### config.mk
export PLATFORM = sky130hd
export DESIGN_NAME = lane_pack_fifo
export DESIGN_NICKNAME = d
export VERILOG_FILES = /design/src/rtl/lane_pack_pkg.sv /design/src/rtl/lane_pack_buf.sv /design/src/rtl/lane_pack_fifo.sv
export SDC_FILE = /design/constraint.sdc
export NUM_CORES = 1
export LEC_CHECK = 0
export ABC_AREA = 1
export CORE_ASPECT_RATIO = 0.5
export CORE_MARGIN = 4
export CORE_UTILIZATION = 35
export CTS_CLUSTER_SIZE = 20
export DETAILED_ROUTE_END_ITERATION = 12
export GPL_ROUTABILITY_DRIVEN = 0
export PLACE_DENSITY = 0.59
export SLEW_MARGIN = 15
export SYNTH_ARGS = -nofsm -noshare
export SYNTH_HDL_FRONTEND = slang
export SYNTH_SLANG_ARGS = --single-unit
### constraint.sdc
create_clock -name clk -period 12.5 [get_ports clk]
set_input_delay 1.25 -clock clk [delete_from_list [all_inputs] [get_ports clk]]
set_output_delay 1.25 -clock clk [all_outputs]
set_load 0.01 [all_outputs]
### src/rtl/lane_pack_pkg.sv
// Shared constants and types for the lane packer: one beat is a lane vector,
// BEATS beats form one output word.
package lane_pack_pkg;

  localparam int unsigned LANES   = 8;
  localparam int unsigned LANE_W  = 4;
  localparam int unsigned BEATS   = 4;
  localparam int unsigned VEC_W   = LANES * LANE_W;
  localparam int unsigned WORD_W  = BEATS * VEC_W;
  localparam int unsigned BEATS_W = $clog2(BEATS + 1);

  typedef logic [VEC_W-1:0]   lane_vec_t;
  typedef logic [WORD_W-1:0]  word_t;
  typedef logic [BEATS_W-1:0] beats_t;

endpackage

### src/rtl/lane_pack_buf.sv
// Output FIFO of {word, beat count} entries: circular buffer with wrapping
// read/write pointers and an occupancy count.
module lane_pack_buf #(
  parameter int unsigned DEPTH   = 2,
  parameter int unsigned DATA_W  = 128,
  parameter int unsigned BEATS_W = 3
) (
  input  logic               clk,
  input  logic               reset,
  input  logic               push,
  input  logic [DATA_W-1:0]  push_data,
  input  logic [BEATS_W-1:0] push_beats,
  input  logic               pop,
  output logic               full,
  output logic               empty,
  output logic [DATA_W-1:0]  head_data,
  output logic [BEATS_W-1:0] head_beats
);

  localparam int unsigned PW = (DEPTH > 1) ? $clog2(DEPTH) : 1;
  localparam int unsigned OW = $clog2(DEPTH + 1);
  localparam logic [PW-1:0] LastPtr = PW'(DEPTH - 1);

  logic [DATA_W-1:0]  data_mem  [DEPTH];
  logic [BEATS_W-1:0] beats_mem [DEPTH];
  logic [PW-1:0]      wr_q, rd_q;
  logic [OW-1:0]      occ_q;
  logic               do_push, do_pop;

  assign full    = (occ_q == OW'(DEPTH));
  assign empty   = (occ_q == '0);
  assign do_push = push && !full;
  assign do_pop  = pop && !empty;

  assign head_data  = data_mem[rd_q];
  assign head_beats = beats_mem[rd_q];

  always_ff @(posedge clk or posedge reset) begin
    if (reset) begin
      wr_q  <= '0;
      rd_q  <= '0;
      occ_q <= '0;
    end else begin
      if (do_push) wr_q <= (wr_q == LastPtr) ? '0 : wr_q + 1'b1;
      if (do_pop)  rd_q <= (rd_q == LastPtr) ? '0 : rd_q + 1'b1;
      if (do_push && !do_pop)      occ_q <= occ_q + 1'b1;
      else if (do_pop && !do_push) occ_q <= occ_q - 1'b1;
    end
  end

  // Storage needs no reset: the top gates the head with empty.
  always_ff @(posedge clk) begin
    if (do_push) begin
      data_mem[wr_q]  <= push_data;
      beats_mem[wr_q] <= push_beats;
    end
  end

endmodule

### src/rtl/lane_pack_fifo.sv
// Packs BEATS lane-vector beats into one wide word; full words and flushed
// partial words are queued in a small output FIFO.
module lane_pack_fifo #(
  parameter int unsigned LANES  = lane_pack_pkg::LANES,
  parameter int unsigned LANE_W = lane_pack_pkg::LANE_W,
  parameter int unsigned BEATS  = lane_pack_pkg::BEATS,
  parameter int unsigned DEPTH  = 2
) (
  input  logic                            clk,
  input  logic                            reset,
  input  logic                            in_valid,
  output logic                            in_ready,
  input  logic [LANES*LANE_W-1:0]         in_data,
  input  logic                            flush,
  output logic                            out_valid,
  input  logic                            out_ready,
  output logic [BEATS*LANES*LANE_W-1:0]   out_data,
  output logic [$clog2(BEATS+1)-1:0]      out_beats
);

  import lane_pack_pkg::*;

  localparam int unsigned VW = LANES * LANE_W;
  localparam int unsigned WW = BEATS * VW;
  localparam int unsigned BW = $clog2(BEATS + 1);
  localparam int unsigned CW = (BEATS > 1) ? $clog2(BEATS) : 1;
  localparam logic [CW-1:0] LastBeat = CW'(BEATS - 1);

  logic [WW-1:0] acc_q, acc_d, acc_wr;
  logic [CW-1:0] cnt_q, cnt_d;
  logic          flush_q, flush_d;
  logic          fire, push, pop, full, empty;
  logic [WW-1:0] push_data, head_data;
  logic [BW-1:0] push_beats, head_beats;

  // Registered state only, so no combinational path from out_ready.
  assign in_ready  = !flush_q && ((cnt_q != LastBeat) || !full);
  assign fire      = in_valid && in_ready;
  assign out_valid = !empty;
  assign pop       = out_valid && out_ready;
  assign out_data  = empty ? '0 : head_data;
  assign out_beats = empty ? '0 : head_beats;

  always_comb begin
    acc_wr = acc_q;
    acc_wr[cnt_q*VW +: VW] = in_data;
  end

  always_comb begin
    acc_d      = acc_q;
    cnt_d      = cnt_q;
    flush_d    = flush_q || flush;
    push       = 1'b0;
    push_data  = acc_wr;
    push_beats = BW'(BEATS);
    if (fire) begin
      if (cnt_q == LastBeat) begin
        push  = 1'b1;
        acc_d = '0;
        cnt_d = '0;
      end else begin
        acc_d = acc_wr;
        cnt_d = cnt_q + 1'b1;
      end
    end else if (flush_q && !full) begin
      // Unwritten slices of acc are already zero; an empty flush pushes nothing.
      push       = (cnt_q != '0);
      push_data  = acc_q;
      push_beats = BW'(cnt_q);
      acc_d      = '0;
      cnt_d      = '0;
      flush_d    = 1'b0;
    end
  end

  always_ff @(posedge clk or posedge reset) begin
    if (reset) begin
      acc_q   <= '0;
      cnt_q   <= '0;
      flush_q <= 1'b0;
    end else begin
      acc_q   <= acc_d;
      cnt_q   <= cnt_d;
      flush_q <= flush_d;
    end
  end

  lane_pack_buf #(
    .DEPTH   (DEPTH),
    .DATA_W  (WW),
    .BEATS_W (BW)
  ) u_buf (
    .clk        (clk),
    .reset      (reset),
    .push       (push),
    .push_data  (push_data),
    .push_beats (push_beats),
    .pop        (pop),
    .full       (full),
    .empty      (empty),
    .head_data  (head_data),
    .head_beats (head_beats)
  );

endmodule

==> out/results.txt <==
Max-cap violations in this run came to 0. Iteration-0 DRC count of the detailed router: 1384. Buffers inserted to repair hold after CTS numbered 0. Clock tree synthesis found a total of 397 sinks. The count of synthesis-stage warnings from yosys is 0, and the residual antenna-violating net count after detailed routing is 0. Across all hold checks on the routed design, the worst slack comes to 0.523 ns. In the final design database the tool counted 2268 nets. The clock latency on the worst-skew pair is 0.56 ns, and the final-report setup violation count is 0. STA puts the critical path data required time at 11.25 ns. The critical path is of the reg2out type. After detailed routing, the number of remaining DRC violations is 0. No sink is reached through more buffers than the 3 on the longest clock path.

The detail-routed via count per cell is 5.02, and the post-synthesis sequential element count is 397. Clock root buffer: sky130_fd_sc_hd__clkbuf_16. The achievable frequency was 211 MHz. The flow ran to the end, and the final reports show no timing, DRC or antenna violations.

The clock slew seen by the registers of the worst setup and hold paths is 0.06 ns, and the setup slack after placement is 7.84 ns. The tools report the number of buffers inserted during clock tree synthesis as 39. The tools report the final number of max-transition violations as 0. In this run the tightest slew margin relative to its limit is 23.8%.

The run gives 0.00952 uW as the standby leakage power. The detailed-route wire length per cell was 18.2 um. The run gives 2138 as the post-synthesis cell count.

TritonCTS built the clock tree. The total power was 5200 uW; the residual overflow from global routing was 0. After floorplanning, the core was sized to cover 52200 sq um. Entering global routing, the biggest net connects 97 pins.

The number of different library cells used by synthesis comes to 25. Data arrives at the worst endpoint at 3.48 ns. The per-instance average area after synthesis works out to 8.69 sq um. The sum of net half-perimeters after detailed placement came out at 33.3 mm. The sequential fraction of the synthesis area was 60.5%; the final worst clock skew was 0.0273 ns. After floorplanning, the core was divided into 59 placement rows. Counting tap cells, the placed design contains a total of 2884 instances. The initial utilization of the core area, before any placement, comes to 35.6%. At the pin with the least slew margin, the transition time is 1.14 ns. The post-route netlist has 4.43% of its cells at a drive strength greater than 1. Power density of the placed cells: 238 nW/um^2. STA classifies the critical path startpoint as a register.

Number of buffers inserted by post-CTS setup repair: 0. The run gives 2182 as the post-synthesis net count. The H-tree was split into 2 levels.

In this run the horizontal extent of the chip is 334 um. The global router's overall resource usage was 18.3%; the post-synthesis to final-layout area growth was 17.7%. The worst-case IR drop observed on VDD is 0.000187 V. For the wire length of the first global-routing pass, the log shows 81.8 mm. The final layout contains routed wiring with a total length of 53.9 mm.

Setup repair after global routing left no endpoint under its margin. Minimum clock period after layout: 4.73 ns. The portion of the clock cycle consumed by the worst path in the final layout came out at 37.8%.

The count of cells in the finished layout, fillers not included, comes to 2956. For the hold violation total from the final report, the log shows 0. The tools report the number of antenna violations at the first check in global routing as 0.

The worst hold-check path type is reg2reg. Height of the die: 171 um. The number of input and output port buffers inserted came out at 169.

In this run the worst path has a maximum fanout of 60. The worst setup path is captured at an output port. The repair_antennas step left the layout with diodes totalling 0.

Once routing completed, OpenROAD measured the worst setup slack at 7.77 ns. Adding up every negative setup slack in the final design gives 0 ns. The tools report the number of global-route vias before repair as 13800. The logs give 6 for the number of iterations in the first detailed-routing pass and 170 for the I/O pin count.

The floorplan step defined a die boundary enclosing 57000 sq um. The routed layout has 14800 vias. For the netlist area before placement, the log shows 18600 sq um. The number of cells upsized or downsized after cts was 0.
## Yosys cell counts
cell type,instances,share of area (%)
sky130_fd_sc_hd__nand2_1,1156,23
sky130_fd_sc_hd__clkinv_1,2,0.040
sky130_fd_sc_hd__buf_2,85,2.3
sky130_fd_sc_hd__nor3b_2,1,0.067
sky130_fd_sc_hd__nand2_2,1,0.034
sky130_fd_sc_hd__inv_1,17,0.34
sky130_fd_sc_hd__xnor2_1,1,0.047
sky130_fd_sc_hd__nand3_2,2,0.11
sky130_fd_sc_hd__clkbuf_1,40,0.81
sky130_fd_sc_hd__buf_4,13,0.53
sky130_fd_sc_hd__nor2_2,2,0.067
sky130_fd_sc_hd__o21ai_1,27,0.73
sky130_fd_sc_hd__buf_1,8,0.16
sky130_fd_sc_hd__o21ai_0,31,0.84
sky130_fd_sc_hd__ha_1,7,0.47
sky130_fd_sc_hd__dfrtp_1,135,18
sky130_fd_sc_hd__nor2_1,14,0.28
sky130_fd_sc_hd__xor2_1,2,0.094
sky130_fd_sc_hd__nand4_1,33,1.1
sky130_fd_sc_hd__nand3_1,158,4.3
sky130_fd_sc_hd__inv_4,1,0.034
sky130_fd_sc_hd__a21oi_1,132,3.6
sky130_fd_sc_hd__inv_2,6,0.12
sky130_fd_sc_hd__nor2_4,2,0.12
sky130_fd_sc_hd__edfxtp_1,262,42
## power by group
part | internal, uW | switching, uW
sequential | 1730 | 115
clock | 637 | 506
combinational | 727 | 1480
## sequential cells by signal, indices dropped and copies added (netlist names)
| register | flops |
|---|---|
| acc_q | 128 |
| cnt_q | 2 |
| flush_q | 1 |
| u_buf.beats_mem | 6 |
| u_buf.data_mem | 256 |
| u_buf.occ_q | 2 |
| u_buf.rd_q | 1 |
| u_buf.wr_q | 1 |
## cell families (layout without fill, tap and decap cells)
kind of cell    after synthesis  count (layout)  share of synthesized area [%]
flops                       397             397                           60.5
fa+ha+maj                     7               7                          0.471
compound gates              190             190                           5.12
xor+xnor                      3               3                          0.141
buf+inv                     172             289                           4.32
simple gates               1369            1369                           29.4
## worst max-delay path, stage by stage (launching register included)
cell and delay [ns]:
sky130_fd_sc_hd__dfrtp_4 0.67, sky130_fd_sc_hd__buf_4 0.54, sky130_fd_sc_hd__buf_4 0.67, sky130_fd_sc_hd__nand2_1 0.13, sky130_fd_sc_hd__a21oi_1 0.30, sky130_fd_sc_hd__clkdlybuf4s50_1 0.60
## stage by stage
| step | utilization (%) | area, sq um |
|---|---|---|
| floorplan | - | 18600 |
| global placement | 39.6 | 20700 |
| detailed placement | 39.6 | 20700 |
| CTS | 41.9 | 21900 |
| global route | 41.9 | 21900 |
| finish | 41.9 | 21900 |
## layout make-up
class	count	area [sq um]
inverters	26	115
fillers	5031	30300
well taps	701	877
clock inverters	16	116
flip-flops and latches	397	11200
multi-input cells	1569	6560
clock buffers	56	1100
repair buffers	191	1860
## layout by cell type (no fill, tap or decap), types with 2 or more instances in the layout
cell	netlist	routed
sky130_fd_sc_hd__clkinv_2	0	6
sky130_fd_sc_hd__nor2_2	2	3
sky130_fd_sc_hd__nor2_4	2	2
sky130_fd_sc_hd__clkbuf_8	0	6
sky130_fd_sc_hd__inv_1	17	14
sky130_fd_sc_hd__nand4_1	33	33
sky130_fd_sc_hd__nand2_1	1156	1156
sky130_fd_sc_hd__clkinv_1	2	6
sky130_fd_sc_hd__inv_2	6	5
sky130_fd_sc_hd__clkdlybuf4s50_1	0	169
sky130_fd_sc_hd__ha_1	7	7
sky130_fd_sc_hd__a21oi_1	132	131
sky130_fd_sc_hd__o21ai_0	31	31
sky130_fd_sc_hd__nand3_1	158	158
sky130_fd_sc_hd__clkbuf_16	0	39
sky130_fd_sc_hd__buf_4	13	22
sky130_fd_sc_hd__inv_6	0	5
sky130_fd_sc_hd__o21ai_1	27	27
sky130_fd_sc_hd__dfrtp_1	135	134
sky130_fd_sc_hd__edfxtp_1	262	262
sky130_fd_sc_hd__clkbuf_1	40	11
sky130_fd_sc_hd__inv_4	1	3
sky130_fd_sc_hd__xor2_1	2	2
sky130_fd_sc_hd__clkinvlp_4	0	2
sky130_fd_sc_hd__nor2_1	14	13
## final timing paths
kind | start | end | slack, ns | depth (start not counted)
min | acc_q[6]$_DFFE_PP0P_ | acc_q[6]$_DFFE_PP0P_ | 0.52 | 2
max | u_buf.rd_q$_DFFE_PP0P_ | out_data[34] | 7.77 | 5
min reg2reg | acc_q[6]$_DFFE_PP0P_ | acc_q[6]$_DFFE_PP0P_ | 0.52 | 2
max in group asynchronous | reset | acc_q[105]$_DFFE_PP0P_ | 9.52 | 4
min in group asynchronous | reset | acc_q[21]$_DFFE_PP0P_ | 1.04 | 2
max reg2reg | cnt_q[0]$_DFFE_PP0P_ | u_buf.data_mem[0][78]$_DFFE_PP_ | 7.86 | 8
## routing by layer
| layer | track usage, % | vias up | routed length [um] |
|---|---|---|---|
| met4 | 5.18 | 0 | 1310 |
| met3 | 3.06 | 90 | 3110 |
| met1 | 24.7 | 7163 | 23200 |
| met5 | 0 | - | 0 |
| li1 | - | 7170 | - |
| met2 | 30.6 | 422 | 26200 |
Note: power is estimated with default switching activity, not from simulation.
==> RTL change (same flow settings) <==
The package constant `LANES` goes from 8 to 9.
--- a/src/rtl/lane_pack_pkg.sv
+++ b/src/rtl/lane_pack_pkg.sv
@@ -4,3 +4,3 @@
 
-  localparam int unsigned LANES   = 8;
+  localparam int unsigned LANES   = 9;
   localparam int unsigned LANE_W  = 4;
Ports: changed (resized in_data and out_data); port bits go from 170 to 190. The function was not compared with the original's and may differ.
==> RTL change against the original RTL <==
Setup slack got worse by 0.27 ns; area after synthesis rose by 23%; die area grew 22%; sequential cell count grew 48; critical path depth unchanged; final area grew 22%; wire length grew 35%; power rose by 35%.
==> RTL change: results (changes against the original RTL) <==
- Worst R2R End: u_buf.data_mem[1][87]
- Setup slack, reg-to-reg: 7.53 ns (-0.33 ns)
- Synth unique cells: 45 (+80%)
- Post-synth EDFFs: 294 (+12%)
- Cts bufs inserted: 44 (+13%)
- Clk_lat worst skew: 0.57 ns
- Net count after synthesis: 2,801 (+28%)
- Hold Crit Endpoint: acc_q[87]
- First-pass GRT wire length: 110,000 microns (+34%)
- Worst Skew: 0.0225 ns (-0.00483 ns)
- Largest net degree at the start of global routing: 87 (-10%)
- Post-DP HPWL: 49,200 microns (+48%)
- Synth area leaders: edfxtp_1, nand2_1, dfrtp_1, nand3_1, a21oi_1
- Initial antenna violation count: 4 (+4)
- Largest regs: u_buf.data_mem (288), acc_q (144), u_buf.beats_mem (6)
- Crit-path max FO: 76 (+27%)
- DRT iter0 DRCs: 2,179 (+57%)
- Clk root buf: clkbuf_16
- Via count: 19,400 (+31%)
- HP Start: acc_q[87]
- CP arrival: 3.75 ns (+0.27 ns)
- Status: completed
- Register area share after synthesis: 0.552 (-0.0536)
- Worst slew pin tran: 1.08 ns (-0.0586 ns)
- Nets: 2,875 (+27%)
- Port Buffers: 189 (+12%)
- Vias in the first global route: 18,100 (+32%)
- Post-synth top cells: nand2_1, edfxtp_1, nand3_1
RTL change: cell count changes after synthesis, sizes merged, moves of 14 or more:
cell,change
edfxtp,+32
o22ai,+14
nor2,+68
dfrtp,+16
a21oi,+22
o21ai,+112
nand4,-25
nand3,+53
a31oi,+25
inv,+71
clkbuf,+45
nand2,+130
RTL change: worst max path at each step:
stage / endpoint / slack [ns] / start
after floorplan: u_buf.beats_mem[1][0] / 3.86 / cnt_q[0]
after detailed placement: u_buf.data_mem[0][87] / 7.75 / cnt_q[0]
after global routing: out_data[110] / 7.13 / u_buf.rd_q
final: out_data[111] / 7.50 / u_buf.rd_q
after CTS: out_data[111] / 7.44 / u_buf.rd_q
after global placement: u_buf.data_mem[1][87] / 7.82 / cnt_q[0]
RTL change: final cells by class:
cell class                 instances  area [sq um]
multi-input combinational       2026          9010
inverter                          97           373
clock inverter                    18           206
fill                            6284         37300
tap                              871          1090
clock buffer                      62          1220
timing repair buffer             213          2070
antenna                            1          2.50
sequential                       445         12600
RTL change: worst max-delay path, stage by stage (launching register included):
cell and delay [ns]:
dfrtp_4 0.77, inv_4 0.76, buf_4 0.69, nand2_1 0.12
a21oi_1 0.17, clkdlybuf4s50_1 0.56
RTL change: stage by stage:
stage                     setup WS (ns)  instances  hold slack, ns  area (sq um)
after floorplan                    3.86       2753           0.469         22800
after global placement             7.82       3652           0.484         25200
after detailed placement           7.75       3652           0.487         25200
after CTS                          7.44       3732           0.503         26600
after global routing               7.13       3733           0.525         26600
final                              7.50       3733           0.500         26600
RTL change: cell families (layout without fill, tap and decap cells):
group | after synthesis | after routing | share of synthesized area
AND/OR/NAND/NOR | 1598 | 1598 | 0.283
flip-flops | 445 | 445 | 0.552
AO/OA/AOI/OAI | 417 | 417 | 0.104
buffers and inverters | 282 | 390 | 0.0555
adder cells (fa/ha/maj) | 7 | 7 | 0.00383
XOR/XNOR | 3 | 3 | 0.00115
multiplexers | 1 | 1 | 0.000438
other | 0 | 1 | 0
RTL change: per-layer routing:
metal,routed length [microns],share of wire,up-vias,track usage
met4,1950,0.027,6,0.0546
met3,6040,0.083,118,0.0447
met5,41,0.00057,-,0
li1,-,-,9266,-
met2,33100,0.46,712,0.318
met1,31400,0.43,9274,0.283
RTL change: report_power, final:
group | total [mW] | switching (mW) | internal [mW] | leakage (nW)
registers | 2.14 | 0.140 | 2.00 | 4.84
logic | 3.51 | 2.41 | 1.10 | 5.66
clock network | 1.34 | 0.573 | 0.767 | 0.691
total | 7.00 | 3.13 | 3.87 | 11.2
